$ cat src/rtl/missile_engine_pkg.sv
`default_nettype none
// ============================================================================
// Module   : missile_pkg
// Brief    : Shared types, screen constants and span helpers for missile_engine.
// Revision : 1.0 - initial release
// ============================================================================
package missile_pkg;

    localparam int SCREEN_W = 640;
    localparam int SCREEN_H = 480;

    typedef struct packed {
        logic       valid;
        logic [9:0] x;
        logic [9:0] y;
    } missile_slot_t;

    typedef enum logic [1:0] {
        IDLE   = 2'd0,
        UPDATE = 2'd1,
        SPAWN  = 2'd2
    } missile_state_e;

    // 11-bit compares so lo+len never wraps past 1023
    function automatic logic in_span(input logic [9:0] lo, input logic [9:0] pos,
                                     input logic [10:0] len);
        return ({1'b0, lo} <= {1'b0, pos}) && ({1'b0, pos} < ({1'b0, lo} + len));
    endfunction

    function automatic logic spans_overlap(input logic [9:0] a_lo, input logic [10:0] a_len,
                                           input logic [9:0] b_lo, input logic [10:0] b_len);
        return ({1'b0, a_lo} < ({1'b0, b_lo} + b_len)) && ({1'b0, b_lo} < ({1'b0, a_lo} + a_len));
    endfunction

endpackage
`default_nettype wire

$ cat src/rtl/missile_engine_if.sv
`default_nettype none
// ============================================================================
// Module   : missile_engine_if
// Brief    : Fire handshake, plane/enemy positions, pixel query and status.
// Revision : 1.0 - initial release
// ============================================================================
interface missile_engine_if;

    logic       fire_req;
    logic       fire_ack;
    logic [9:0] plane_x;
    logic [9:0] plane_y;
    logic [9:0] DrawX;
    logic [9:0] DrawY;
    logic       is_missle;
    logic [3:0] missile_count;
    logic [9:0] enemy_x;
    logic [9:0] enemy_y;
    logic       hit;

    modport master (
        output fire_req, plane_x, plane_y, DrawX, DrawY, enemy_x, enemy_y,
        input  fire_ack, is_missle, missile_count, hit
    );

    modport slave (
        input  fire_req, plane_x, plane_y, DrawX, DrawY, enemy_x, enemy_y,
        output fire_ack, is_missle, missile_count, hit
    );

endinterface
`default_nettype wire

$ cat src/rtl/missile_engine_frame_tick_sync.sv
`default_nettype none
// ============================================================================
// Module   : frame_tick_sync
// Brief    : Two-flop synchroniser for raw vsync plus rising-edge detector.
// Revision : 1.0 - initial release
// ============================================================================
module frame_tick_sync (
    input  logic clk,
    input  logic rst_n,
    input  logic i_frame_clk,
    output logic o_tick
);

    logic r_meta;
    logic r_sync;
    logic r_prev;

    always_ff @(posedge clk or negedge rst_n) begin
        if (!rst_n) begin
            r_meta <= 1'b0;
            r_sync <= 1'b0;
            r_prev <= 1'b0;
        end else begin
            r_meta <= i_frame_clk;
            r_sync <= r_meta;
            r_prev <= r_sync;
        end
    end

    assign o_tick = r_sync & ~r_prev;

endmodule
`default_nettype wire

$ cat src/rtl/missile_engine.sv
`default_nettype none
// ============================================================================
// Module   : missile_engine
// Brief    : Player missile pool: spawn on fire, per-frame move/retire, pixel
//            hit flag. Optional enemy collision when MISSILE_HIT_EN is defined.
// Revision : 1.0 - initial release
// ============================================================================
module missile_engine
    import missile_pkg::*;
#(
    parameter int N_MISSILES      = 4,
    parameter int MISSILE_W       = 4,
    parameter int MISSILE_H       = 8,
    parameter int PLANE_W         = 32,
    parameter int SPEED           = 4,
    parameter int COOLDOWN_FRAMES = 8,
    parameter int ENEMY_W         = 32,
    parameter int ENEMY_H         = 32
) (
    input  logic Clk,
    input  logic Reset_n,
    input  logic frame_clk,
    missile_engine_if.slave bus
);

    localparam int c_IDX_W = (N_MISSILES > 1) ? $clog2(N_MISSILES) : 1;
    localparam int c_CD_W  = (COOLDOWN_FRAMES > 0) ? $clog2(COOLDOWN_FRAMES + 1) : 1;

    localparam logic [c_IDX_W-1:0] c_LAST_IDX  = c_IDX_W'(N_MISSILES - 1);
    localparam logic [c_CD_W-1:0]  c_CD_RELOAD = c_CD_W'(COOLDOWN_FRAMES);
    localparam logic [9:0]         c_SPEED     = 10'(SPEED);
    localparam logic [9:0]         c_MH        = 10'(MISSILE_H);
    localparam logic [9:0]         c_X_OFS     = 10'(PLANE_W / 2 - MISSILE_W / 2);
    localparam logic [10:0]        c_MW11      = 11'(MISSILE_W);
    localparam logic [10:0]        c_MH11      = 11'(MISSILE_H);

    missile_slot_t        r_slots [N_MISSILES];
    missile_state_e       r_state;
    logic [c_IDX_W-1:0]   r_idx;
    logic [c_CD_W-1:0]    r_cooldown;
    logic                 r_fire_ack;
    logic                 r_hit;
    logic [3:0]           r_count;

    logic                 w_tick;
    logic                 w_free_found;
    logic [c_IDX_W-1:0]   w_free_idx;
    logic [3:0]           w_live;
    logic                 w_spawn_ok;
    logic                 w_retire_top;
    logic [9:0]           w_next_y;
    logic                 w_hit_now;
    logic                 w_is_missle;

    frame_tick_sync u_tick_sync (
        .clk         (Clk),
        .rst_n       (Reset_n),
        .i_frame_clk (frame_clk),
        .o_tick      (w_tick)
    );

    // Descending scan so the lowest free index wins
    always_comb begin
        w_free_found = 1'b0;
        w_free_idx   = '0;
        w_live       = '0;
        for (int i = N_MISSILES - 1; i >= 0; i--) begin
            if (!r_slots[i].valid) begin
                w_free_found = 1'b1;
                w_free_idx   = c_IDX_W'(i);
            end
            w_live = w_live + {3'b000, r_slots[i].valid};
        end
    end

    assign w_spawn_ok   = bus.fire_req && (r_cooldown == '0) && w_free_found && (bus.plane_y >= c_MH);
    assign w_retire_top = r_slots[r_idx].y < c_SPEED;
    assign w_next_y     = r_slots[r_idx].y - c_SPEED;

`ifdef MISSILE_HIT_EN
    assign w_hit_now = r_slots[r_idx].valid && !w_retire_top
                       && spans_overlap(r_slots[r_idx].x, c_MW11, bus.enemy_x, 11'(ENEMY_W))
                       && spans_overlap(w_next_y, c_MH11, bus.enemy_y, 11'(ENEMY_H));
`else
    logic w_unused_enemy;
    assign w_unused_enemy = ^{bus.enemy_x, bus.enemy_y, 32'(ENEMY_W), 32'(ENEMY_H)};
    assign w_hit_now      = 1'b0;
`endif

    always_ff @(posedge Clk or negedge Reset_n) begin
        if (!Reset_n) begin
            r_state    <= IDLE;
            r_idx      <= '0;
            r_cooldown <= '0;
            r_fire_ack <= 1'b0;
            r_hit      <= 1'b0;
            r_count    <= '0;
            for (int i = 0; i < N_MISSILES; i++) begin
                r_slots[i] <= '0;
            end
        end else begin
            r_fire_ack <= 1'b0;
            r_hit      <= 1'b0;
            case (r_state)
                IDLE: begin
                    if (w_tick) begin
                        r_state <= UPDATE;
                        r_idx   <= '0;
                        if (r_cooldown != '0) begin
                            r_cooldown <= r_cooldown - 1'b1;
                        end
                    end
                end
                UPDATE: begin
                    if (r_slots[r_idx].valid) begin
                        if (w_retire_top || w_hit_now) begin
                            r_slots[r_idx].valid <= 1'b0;
                        end else begin
                            r_slots[r_idx].y <= w_next_y;
                        end
                        r_hit <= w_hit_now;
                    end
                    if (r_idx == c_LAST_IDX) begin
                        r_state <= SPAWN;
                    end else begin
                        r_idx <= r_idx + 1'b1;
                    end
                end
                SPAWN: begin
                    if (w_spawn_ok) begin
                        r_slots[w_free_idx] <= '{valid: 1'b1,
                                                 x:     bus.plane_x + c_X_OFS,
                                                 y:     bus.plane_y - c_MH};
                        r_cooldown <= c_CD_RELOAD;
                        r_fire_ack <= 1'b1;
                        r_count    <= w_live + 4'd1;
                    end else begin
                        r_count    <= w_live;
                    end
                    r_state <= IDLE;
                end
                default: r_state <= IDLE;
            endcase
        end
    end

    always_comb begin
        w_is_missle = 1'b0;
        for (int i = 0; i < N_MISSILES; i++) begin
            if (r_slots[i].valid
                && in_span(r_slots[i].x, bus.DrawX, c_MW11)
                && in_span(r_slots[i].y, bus.DrawY, c_MH11)) begin
                w_is_missle = 1'b1;
            end
        end
    end

    assign bus.fire_ack      = r_fire_ack;
    assign bus.hit           = r_hit;
    assign bus.missile_count = r_count;
    assign bus.is_missle     = w_is_missle;

endmodule
`default_nettype wire
$ cat src/flat_wrapper.sv
// flat-port wrapper written by rule: the top's interface ports become plain ports
module missile_engine_flat import missile_pkg::*;
#(
    parameter int N_MISSILES      = 4,
    parameter int MISSILE_W       = 4,
    parameter int MISSILE_H       = 8,
    parameter int PLANE_W         = 32,
    parameter int SPEED           = 4,
    parameter int COOLDOWN_FRAMES = 8,
    parameter int ENEMY_W         = 32,
    parameter int ENEMY_H         = 32
)
  (Clk, Reset_n, frame_clk, bus_fire_req, bus_plane_x, bus_plane_y, bus_DrawX, bus_DrawY, bus_enemy_x, bus_enemy_y, bus_fire_ack, bus_is_missle, bus_missile_count, bus_hit);
  missile_engine_if bus_i ();
  input  logic Clk;
  input  logic Reset_n;
  input  logic frame_clk;
  input wire logic [$bits(bus_i.fire_req)-1:0] bus_fire_req;
  input wire logic [$bits(bus_i.plane_x)-1:0] bus_plane_x;
  input wire logic [$bits(bus_i.plane_y)-1:0] bus_plane_y;
  input wire logic [$bits(bus_i.DrawX)-1:0] bus_DrawX;
  input wire logic [$bits(bus_i.DrawY)-1:0] bus_DrawY;
  input wire logic [$bits(bus_i.enemy_x)-1:0] bus_enemy_x;
  input wire logic [$bits(bus_i.enemy_y)-1:0] bus_enemy_y;
  output wire logic [$bits(bus_i.fire_ack)-1:0] bus_fire_ack;
  output wire logic [$bits(bus_i.is_missle)-1:0] bus_is_missle;
  output wire logic [$bits(bus_i.missile_count)-1:0] bus_missile_count;
  output wire logic [$bits(bus_i.hit)-1:0] bus_hit;
  assign bus_i.fire_req = bus_fire_req;
  assign bus_i.plane_x = bus_plane_x;
  assign bus_i.plane_y = bus_plane_y;
  assign bus_i.DrawX = bus_DrawX;
  assign bus_i.DrawY = bus_DrawY;
  assign bus_i.enemy_x = bus_enemy_x;
  assign bus_i.enemy_y = bus_enemy_y;
  assign bus_fire_ack = bus_i.fire_ack;
  assign bus_is_missle = bus_i.is_missle;
  assign bus_missile_count = bus_i.missile_count;
  assign bus_hit = bus_i.hit;
  missile_engine #(.N_MISSILES(N_MISSILES), .MISSILE_W(MISSILE_W), .MISSILE_H(MISSILE_H), .PLANE_W(PLANE_W), .SPEED(SPEED), .COOLDOWN_FRAMES(COOLDOWN_FRAMES), .ENEMY_W(ENEMY_W), .ENEMY_H(ENEMY_H)) u_core (.Clk(Clk), .Reset_n(Reset_n), .frame_clk(frame_clk), .bus(bus_i));
endmodule
$ cat config.mk
export PLATFORM = sky130hd
export DESIGN_NAME = missile_engine_flat
export DESIGN_NICKNAME = d
export VERILOG_FILES = /design/src/rtl/missile_engine_pkg.sv /design/src/rtl/missile_engine_if.sv /design/src/rtl/missile_engine_frame_tick_sync.sv /design/src/rtl/missile_engine.sv /design/src/flat_wrapper.sv
export SDC_FILE = /design/constraint.sdc
export NUM_CORES = 1
export LEC_CHECK = 0
export ABC_CLOCK_PERIOD_IN_PS = 7800
export CELL_PAD_IN_SITES_DETAIL_PLACEMENT = 1
export CELL_PAD_IN_SITES_GLOBAL_PLACEMENT = 1
export CORE_ASPECT_RATIO = 0.6
export CORE_UTILIZATION = 30
export CTS_BUF_LIST = sky130_fd_sc_hd__clkbuf_16
export DETAILED_ROUTE_END_ITERATION = 8
export GPL_ROUTABILITY_DRIVEN = 0
export PLACE_DENSITY = 0.63
export SLEW_MARGIN = 20
export SYNTH_ARGS = -nofsm -noshare
export SYNTH_HDL_FRONTEND = slang
export SYNTH_SLANG_ARGS = --single-unit
$ cat constraint.sdc
create_clock -name Clk -period 7.8 [get_ports Clk]
set_input_delay 1.56 -clock Clk [delete_from_list [all_inputs] [get_ports Clk]]
set_output_delay 1.56 -clock Clk [all_outputs]
set_load 0.005 [all_outputs]
==> results of run 1 <==
-- sequential cells by signal, indices dropped and copies added, names as in the netlist --
| signal | cells |
|---|---|
| u_core.r_slots | 84 |
| u_core.bus.missile_count | 4 |
| u_core.r_cooldown | 4 |
| u_core.r_idx | 2 |
| u_core.r_state | 2 |
| u_core.bus.fire_ack | 1 |
| u_core.u_tick_sync.r_meta | 1 |
| u_core.u_tick_sync.r_prev | 1 |
| u_core.u_tick_sync.r_sync | 1 |
-- final timing paths --
kind	end	slack, ns	depth (start not counted)	startpoint
worst max-delay path	bus_is_missle	1.49	10	bus_DrawX[9]
worst min-delay path	u_core.u_tick_sync.r_sync	0.36	0	u_core.u_tick_sync.r_meta
worst max register to register	u_core.r_slots[51]	4.45	7	u_core.r_idx[1]
worst min register to register	u_core.u_tick_sync.r_sync	0.36	0	u_core.u_tick_sync.r_meta
max in group asynchronous	u_core.r_slots[54]	5.40	2	Reset_n
min in group asynchronous	u_core.r_cooldown[1]	1.20	1	Reset_n
-- stage by stage --
| stage | util | cell area [sq um] |
|---|---|---|
| finish | 0.342 | 10600 |
| global route | 0.342 | 10600 |
| CTS | 0.342 | 10600 |
| detailed placement | 0.332 | 10400 |
| global placement | 0.332 | 10400 |
| floorplan | - | 9480 |
-- cell type report --
type,instances,share of cell area
inverters,80,0.0282
flip-flops and latches,100,0.235
well taps,416,0.0489
repair buffers,53,0.0487
clock inverters,7,0.00611
multi-input cells,855,0.612
clock buffers,9,0.0212
-- placed cells by master, fill, tap and decap left out, types with 4 or more instances in the layout --
| cell type | n |
|---|---|
| o21a_1 | 17 |
| or4_1 | 4 |
| mux4_2 | 11 |
| xor2_1 | 32 |
| nor2b_1 | 15 |
| a21oi_1 | 61 |
| dfrtp_1 | 100 |
| xnor2_1 | 30 |
| and3_1 | 11 |
| nand4_1 | 19 |
| o21ai_0 | 108 |
| o22a_1 | 14 |
| buf_4 | 5 |
| a22oi_1 | 5 |
| o211ai_1 | 4 |
| a21o_1 | 7 |
| clkbuf_16 | 9 |
| nand3_1 | 47 |
| nor3_1 | 14 |
| inv_1 | 79 |
| nand2_2 | 4 |
| nand2b_1 | 8 |
| a211oi_1 | 13 |
| nand2_1 | 108 |
| mux2_2 | 6 |
| nand3b_1 | 4 |
| nor3b_1 | 5 |
| nor2_1 | 56 |
| ha_1 | 183 |
| clkdlybuf4s50_1 | 48 |
| o221ai_1 | 5 |
| a32oi_1 | 4 |
-- power by group --
group,switching [mW],internal (mW)
Combinational,0.958,0.702
Clock,0.210,0.247
Sequential,0.336,0.669
Total,1.50,1.62
-- routing by layer --
metal  vias up  routed length, um  global-route usage
li1       3897                  -                   -
met1      4068              17600               0.326
met2       183              11900               0.269
met3        13               2030              0.0344
met4         0                184              0.0256
met5         -                  0                   0
-- critical path, stage by stage --
cell and delay, ns:
clkdlybuf4s50_1 0.67, inv_1 0.21, ha_1 0.35, nand4_1 0.14
nor3_1 0.31, nand4_1 0.21, a22o_1 0.25, or3_1 0.40
nand4_1 0.13, clkdlybuf4s50_1 0.52
-- cells by family after synthesis --
| group | count (synthesis) |
|---|---|
| buffers and inverters | 105 |
| adders and majority gates | 185 |
| xor gates and xnor gates | 63 |
| muxes | 20 |
| and+or+nand+nor | 317 |
| DFF | 100 |
| AOI/OAI and AO/OA | 269 |
| other | 1 |
-- cell usage after synthesis, types with 9 or more instances --
cell      count
xnor2_1      30
mux4_2       11
ha_1        183
nand2_1     108
and3_1       11
a211oi_1     13
o22a_1       14
nor2b_1      15
xor2_1       32
a21oi_1      61
nand4_1      19
inv_1        79
o21a_1       17
o21ai_0     108
nor2_1       56
nor3_1       14
nand3_1      47
dfrtp_1     100
buf_2         9
==> results.sh, run 1 <==
export IMPL_status="finished, final reports clean"
export IMPL_fillCellCount=3675
export IMPL_tritoncts="built"
export IMPL_ys_warn_count=0
export IMPL_netlist_area_sq_mm=0.00948
export IMPL_hold_path_class="reg2reg"
export IMPL_cts_buffers=9
export IMPL_hold_viol_final=0
export IMPL_relSlewSlack=0.392
export IMPL_syn_to_final_growth_pct=12.2
export IMPL_grt_start_max_net_pins=59
export IMPL_synth_simple_gate_area_frac=0.167
export IMPL_n_antenna_cell=0
export IMPL_worst_slack_ns=1.49
export IMPL_min_period_ns=6.31
export IMPL_clkLatencyLatePin_ns=0.36
export IMPL_clockRootBuffer="clkbuf_16"
export IMPL_timing_fmax_mhz=158
export IMPL_synth_top_area_share=0.264
export IMPL_htree_levels=3
export IMPL_vias_per_cell=5.37
export IMPL_synth_top_area_cell="dfrtp_1"
export IMPL_synth_nets=1309
export IMPL_finalCritPeriodShare=0.810
export IMPL_clk_pin_slew_worst_paths_ns=0.07
export IMPL_post_place_cells=1504
export IMPL_power_per_cell_area_mw_per_mm2=293
export IMPL_ys_seq_area_frac=0.264
export IMPL_antenna_found_initial=0
export IMPL_syn_area_per_cell_sq_um=8.95
export IMPL_crit_path_end_kind="output port"
export IMPL_cp_max_fo=5
export IMPL_ys_seq_elements=100
export IMPL_post_route_drc_count=0
export IMPL_row_count=50
export IMPL_setup_viol=0
export IMPL_dp_slack_ns=1.55
export IMPL_portBuffers=49
export IMPL_synth_edff_count=0
export IMPL_worstSetupPathType="in2out"
export IMPL_grt_use_total=0.200
export IMPL_critPathRequiredTime_ns=6.24
export IMPL_tightest_slew_ns=0.909
export IMPL_ios=71
export IMPL_multiInputGateArea_sq_mm=0.00651
export IMPL_synth_top_family_by_area="adder cells"
export IMPL_final_max_slew_violation_count=0
export IMPL_rsz0062_at_grt="no"
export IMPL_async_reset_ff_frac=1.00
export IMPL_drt_total_wl_um=31600
export IMPL_die_h_um=140
export IMPL_overflow=0
export IMPL_final_setup_tns_ns=0
export IMPL_synth_adder_area_share=0.246
export IMPL_seqCellArea_sq_mm=0.00250
export IMPL_synth_ff_type="dfrtp_1"
export IMPL_muxShareOfSynthArea=0.0367
export IMPL_holdBufCountCts=0
export IMPL_vias=8161
export IMPL_maxCapViolations=0
export IMPL_synth_compound_area_frac=0.178
export IMPL_start_kind="input pin"
export IMPL_power_mw=3.12
export IMPL_placeableCoreArea_sq_mm=0.0312
export IMPL_start_util=0.304
export IMPL_ys_top_cells_by_area="dfrtp_1, ha_1, o21ai_0"
export IMPL_drive_above_1_share=0.0489
export IMPL_drt_iter0_markers=523
export IMPL_grt_pass1_vias=8339
export IMPL_grt_first_pass_wirelength_um=49100
export IMPL_ys_types=71
export IMPL_first_pass_iters=5
export IMPL_p_leak_nw=4.63
export IMPL_crit_arrival_ns=4.75
export IMPL_dp_hpwl_um=26100
export IMPL_postSynthCellCount=1060
export IMPL_dieArea_sq_mm=0.0324
export IMPL_synth_xor_xnor_area_share=0.0590
export IMPL_wire_per_inst_um=20.8
export IMPL_fin_nets=1348
export IMPL_cts_setup_buffers=0
export IMPL_ant_nets=0
export IMPL_post_cts_resized=0
export IMPL_cts_buffer_depth=2
export IMPL_cts_sinks=100
export IMPL_fin_skew_ns=0.00765
export IMPL_timing_hold_ws_ns=0.357
export IMPL_die_w_um=232
export IMPL_peakVddDrop_mv=0.144
export IMPL_instances_no_fill=1520
Note: power is estimated with default switching activity, not from simulation.
==> run 2, diff against run 1 <==
--- a/config.mk
+++ b/config.mk
@@ -5,7 +5,7 @@
 export SDC_FILE = /design/constraint.sdc
 export NUM_CORES = 1
 export LEC_CHECK = 0
-export ABC_CLOCK_PERIOD_IN_PS = 7800
+export ABC_CLOCK_PERIOD_IN_PS = 5100
 export CELL_PAD_IN_SITES_DETAIL_PLACEMENT = 1
 export CELL_PAD_IN_SITES_GLOBAL_PLACEMENT = 1
 export CORE_ASPECT_RATIO = 0.6
@@ -13,7 +13,7 @@
 export CTS_BUF_LIST = sky130_fd_sc_hd__clkbuf_16
 export DETAILED_ROUTE_END_ITERATION = 8
 export GPL_ROUTABILITY_DRIVEN = 0
-export PLACE_DENSITY = 0.63
+export PLACE_DENSITY = 0.65
 export SLEW_MARGIN = 20
 export SYNTH_ARGS = -nofsm -noshare
 export SYNTH_HDL_FRONTEND = slang
==> constraint.sdc (replaced) <==
create_clock -name Clk -period 5.1 [get_ports Clk]
set_input_delay 1.02 -clock Clk [delete_from_list [all_inputs] [get_ports Clk]]
set_output_delay 1.02 -clock Clk [all_outputs]
set_load 0.005 [all_outputs]
==> results.sh, run 2 (synthesized netlist as in run 1, its figures left out) <==
export IMPL_die_w_um=232
export IMPL_post_route_drc_count=0
export IMPL_row_count=50
export IMPL_n_antenna_cell=0
export IMPL_wire_per_inst_um=21.1
export IMPL_clockRootBuffer="clkbuf_16"
export IMPL_hold_viol_final=0
export IMPL_grt_first_pass_wirelength_um=50000
export IMPL_overflow=0
export IMPL_cp_cell_sequence="clkdlybuf4s50_1 -> inv_1 -> ha_1 -> nor2b_1 -> o311ai_0 -> a21oi_1 -> o2111ai_1 -> a21oi_1 -> or3_1 -> nand4_1 -> clkdlybuf4s50_1"
export IMPL_cp_endpoint="bus_is_missle"
export IMPL_portBuffers=49
export IMPL_relSlewSlack=0.381
export IMPL_layout_commonest_cell="ha_1"
export IMPL_crit_start="bus_DrawX[1]"
export IMPL_drt_total_wl_um=32700
export IMPL_globalRouteMet3Util=0.0426
export IMPL_fin_nets=1381
export IMPL_setup_viol=0
export IMPL_hold_path_class="reg2reg"
export IMPL_cpPeakStageDelay_ns=0.53
export IMPL_timing_fmax_mhz=203
export IMPL_grt_use_total=0.206
export IMPL_dieArea_sq_mm=0.0324
export IMPL_max_flop_register="u_core.r_slots"
export IMPL_rsz0062_at_grt="no"
export IMPL_fin_skew_ns=0.0141
export IMPL_cts_sinks=100
export IMPL_cts_setup_buffers=0
export IMPL_final_max_slew_violation_count=0
export IMPL_vias=8336
export IMPL_p_leak_nw=4.81
export IMPL_die_h_um=140
export IMPL_start_kind="input pin"
export IMPL_crit_arrival_ns=3.90
export IMPL_power_mw=4.82
export IMPL_r2r_end="u_core.r_slots[51]"
export IMPL_peakVddDrop_mv=0.246
export IMPL_final_cell_mix="ha_1, nand2_1, o21ai_0"
export IMPL_tritoncts="built"
export IMPL_status="finished, final reports clean"
export IMPL_cp_max_fo=4
export IMPL_dp_hpwl_um=27500
export IMPL_gr_usage_met1=0.338
export IMPL_syn_to_final_growth_pct=15.1
export IMPL_min_period_ns=4.92
export IMPL_fillCellCount=3656
export IMPL_critPathRequiredTime_ns=4.08
export IMPL_htree_levels=3
export IMPL_grt_pass1_vias=8401
export IMPL_holdBufCountCts=0
export IMPL_finalCritPeriodShare=0.964
export IMPL_largest_reg_flops=84
export IMPL_worstSetupPathType="in2out"
export IMPL_cts_buffer_depth=2
export IMPL_cts_buffers=9
export IMPL_post_cts_resized=0
export IMPL_grt_start_max_net_pins=71
export IMPL_use_met2=0.268
export IMPL_vias_per_cell=5.37
export IMPL_slowest_stage="clkdlybuf4s50_1"
export IMPL_drive_above_1_share=0.0792
export IMPL_first_pass_iters=5
export IMPL_clk_pin_slew_worst_paths_ns=0.08
export IMPL_grt_most_used_layer="met1"
export IMPL_ant_nets=0
export IMPL_final_setup_tns_ns=0
export IMPL_ios=71
export IMPL_tightest_slew_ns=0.929
export IMPL_antenna_found_initial=1
export IMPL_timing_hold_ws_ns=0.358
export IMPL_maxCapViolations=0
export IMPL_clkLatencyLatePin_ns=0.37
export IMPL_r2r_cells=7
export IMPL_reg2reg_from="u_core.r_idx[0]"
export IMPL_power_per_cell_area_mw_per_mm2=442
export IMPL_start_util=0.304
export IMPL_fin_util=0.350
export IMPL_worst_r2r_setup_slack_ns=1.71
export IMPL_placeableCoreArea_sq_mm=0.0312
export IMPL_drt_iter0_markers=638
export IMPL_crit_path_end_kind="output port"
-- run 2: final cells by class --
cell class / instances / area [sq um] / share of cell area
clock inverters: 7 / 91.3 / 0.00837
inverters: 80 / 300 / 0.0275
well taps: 416 / 520 / 0.0477
clock buffers: 9 / 225 / 0.0206
multi-input cells: 855 / 6510 / 0.596
repair buffers: 86 / 766 / 0.0701
flip-flops and latches: 100 / 2500 / 0.229
-- run 2: worst min path at each step --
stage                                   start                         to  cells after the start  slack [ns]
global route        u_core.u_tick_sync.r_meta  u_core.u_tick_sync.r_sync                      0        0.37
global placement    u_core.u_tick_sync.r_meta  u_core.u_tick_sync.r_sync                      0        0.33
finish              u_core.u_tick_sync.r_meta  u_core.u_tick_sync.r_sync                      0        0.36
detailed placement  u_core.u_tick_sync.r_meta  u_core.u_tick_sync.r_sync                      0        0.34
floorplan           u_core.u_tick_sync.r_meta  u_core.u_tick_sync.r_sync                      0        0.33
CTS                 u_core.u_tick_sync.r_meta  u_core.u_tick_sync.r_sync                      0        0.36
-- run 2: critical path, delay by kind of cell --
family                   cells  cell delay, ns
AND/OR/NAND/NOR              3            0.62
adder cells (fa/ha/maj)      1            0.33
buffers and inverters        3            1.11
AO/OA/AOI/OAI                4            0.82
-- run 2: per-layer routing --
layer / vias up / share of wire
met5: - / 0
met4: 0 / 0.0070
met3: 18 / 0.077
met2: 210 / 0.37
met1: 4133 / 0.55
li1: 3975 / -
-- run 2: per-stage QoR --
| stage | setup WS (ns) | area (sq um) | cells |
|---|---|---|---|
| floorplan | 1.56 | 9480 | 1060 |
| global placement | 0.232 | 10600 | 1537 |
| CTS | 0.229 | 10900 | 1553 |
| global route | 0.116 | 10900 | 1553 |
| finish | 0.182 | 10900 | 1553 |
| detailed placement | 0.239 | 10600 | 1537 |
-- run 2: power breakdown --
part / total, mW / leakage (nW) / internal, mW / switching, mW
clock: 0.714 / 0.152 / 0.353 / 0.362
combinational: 2.56 / 3.33 / 1.09 / 1.46
sequential: 1.55 / 1.32 / 1.02 / 0.529
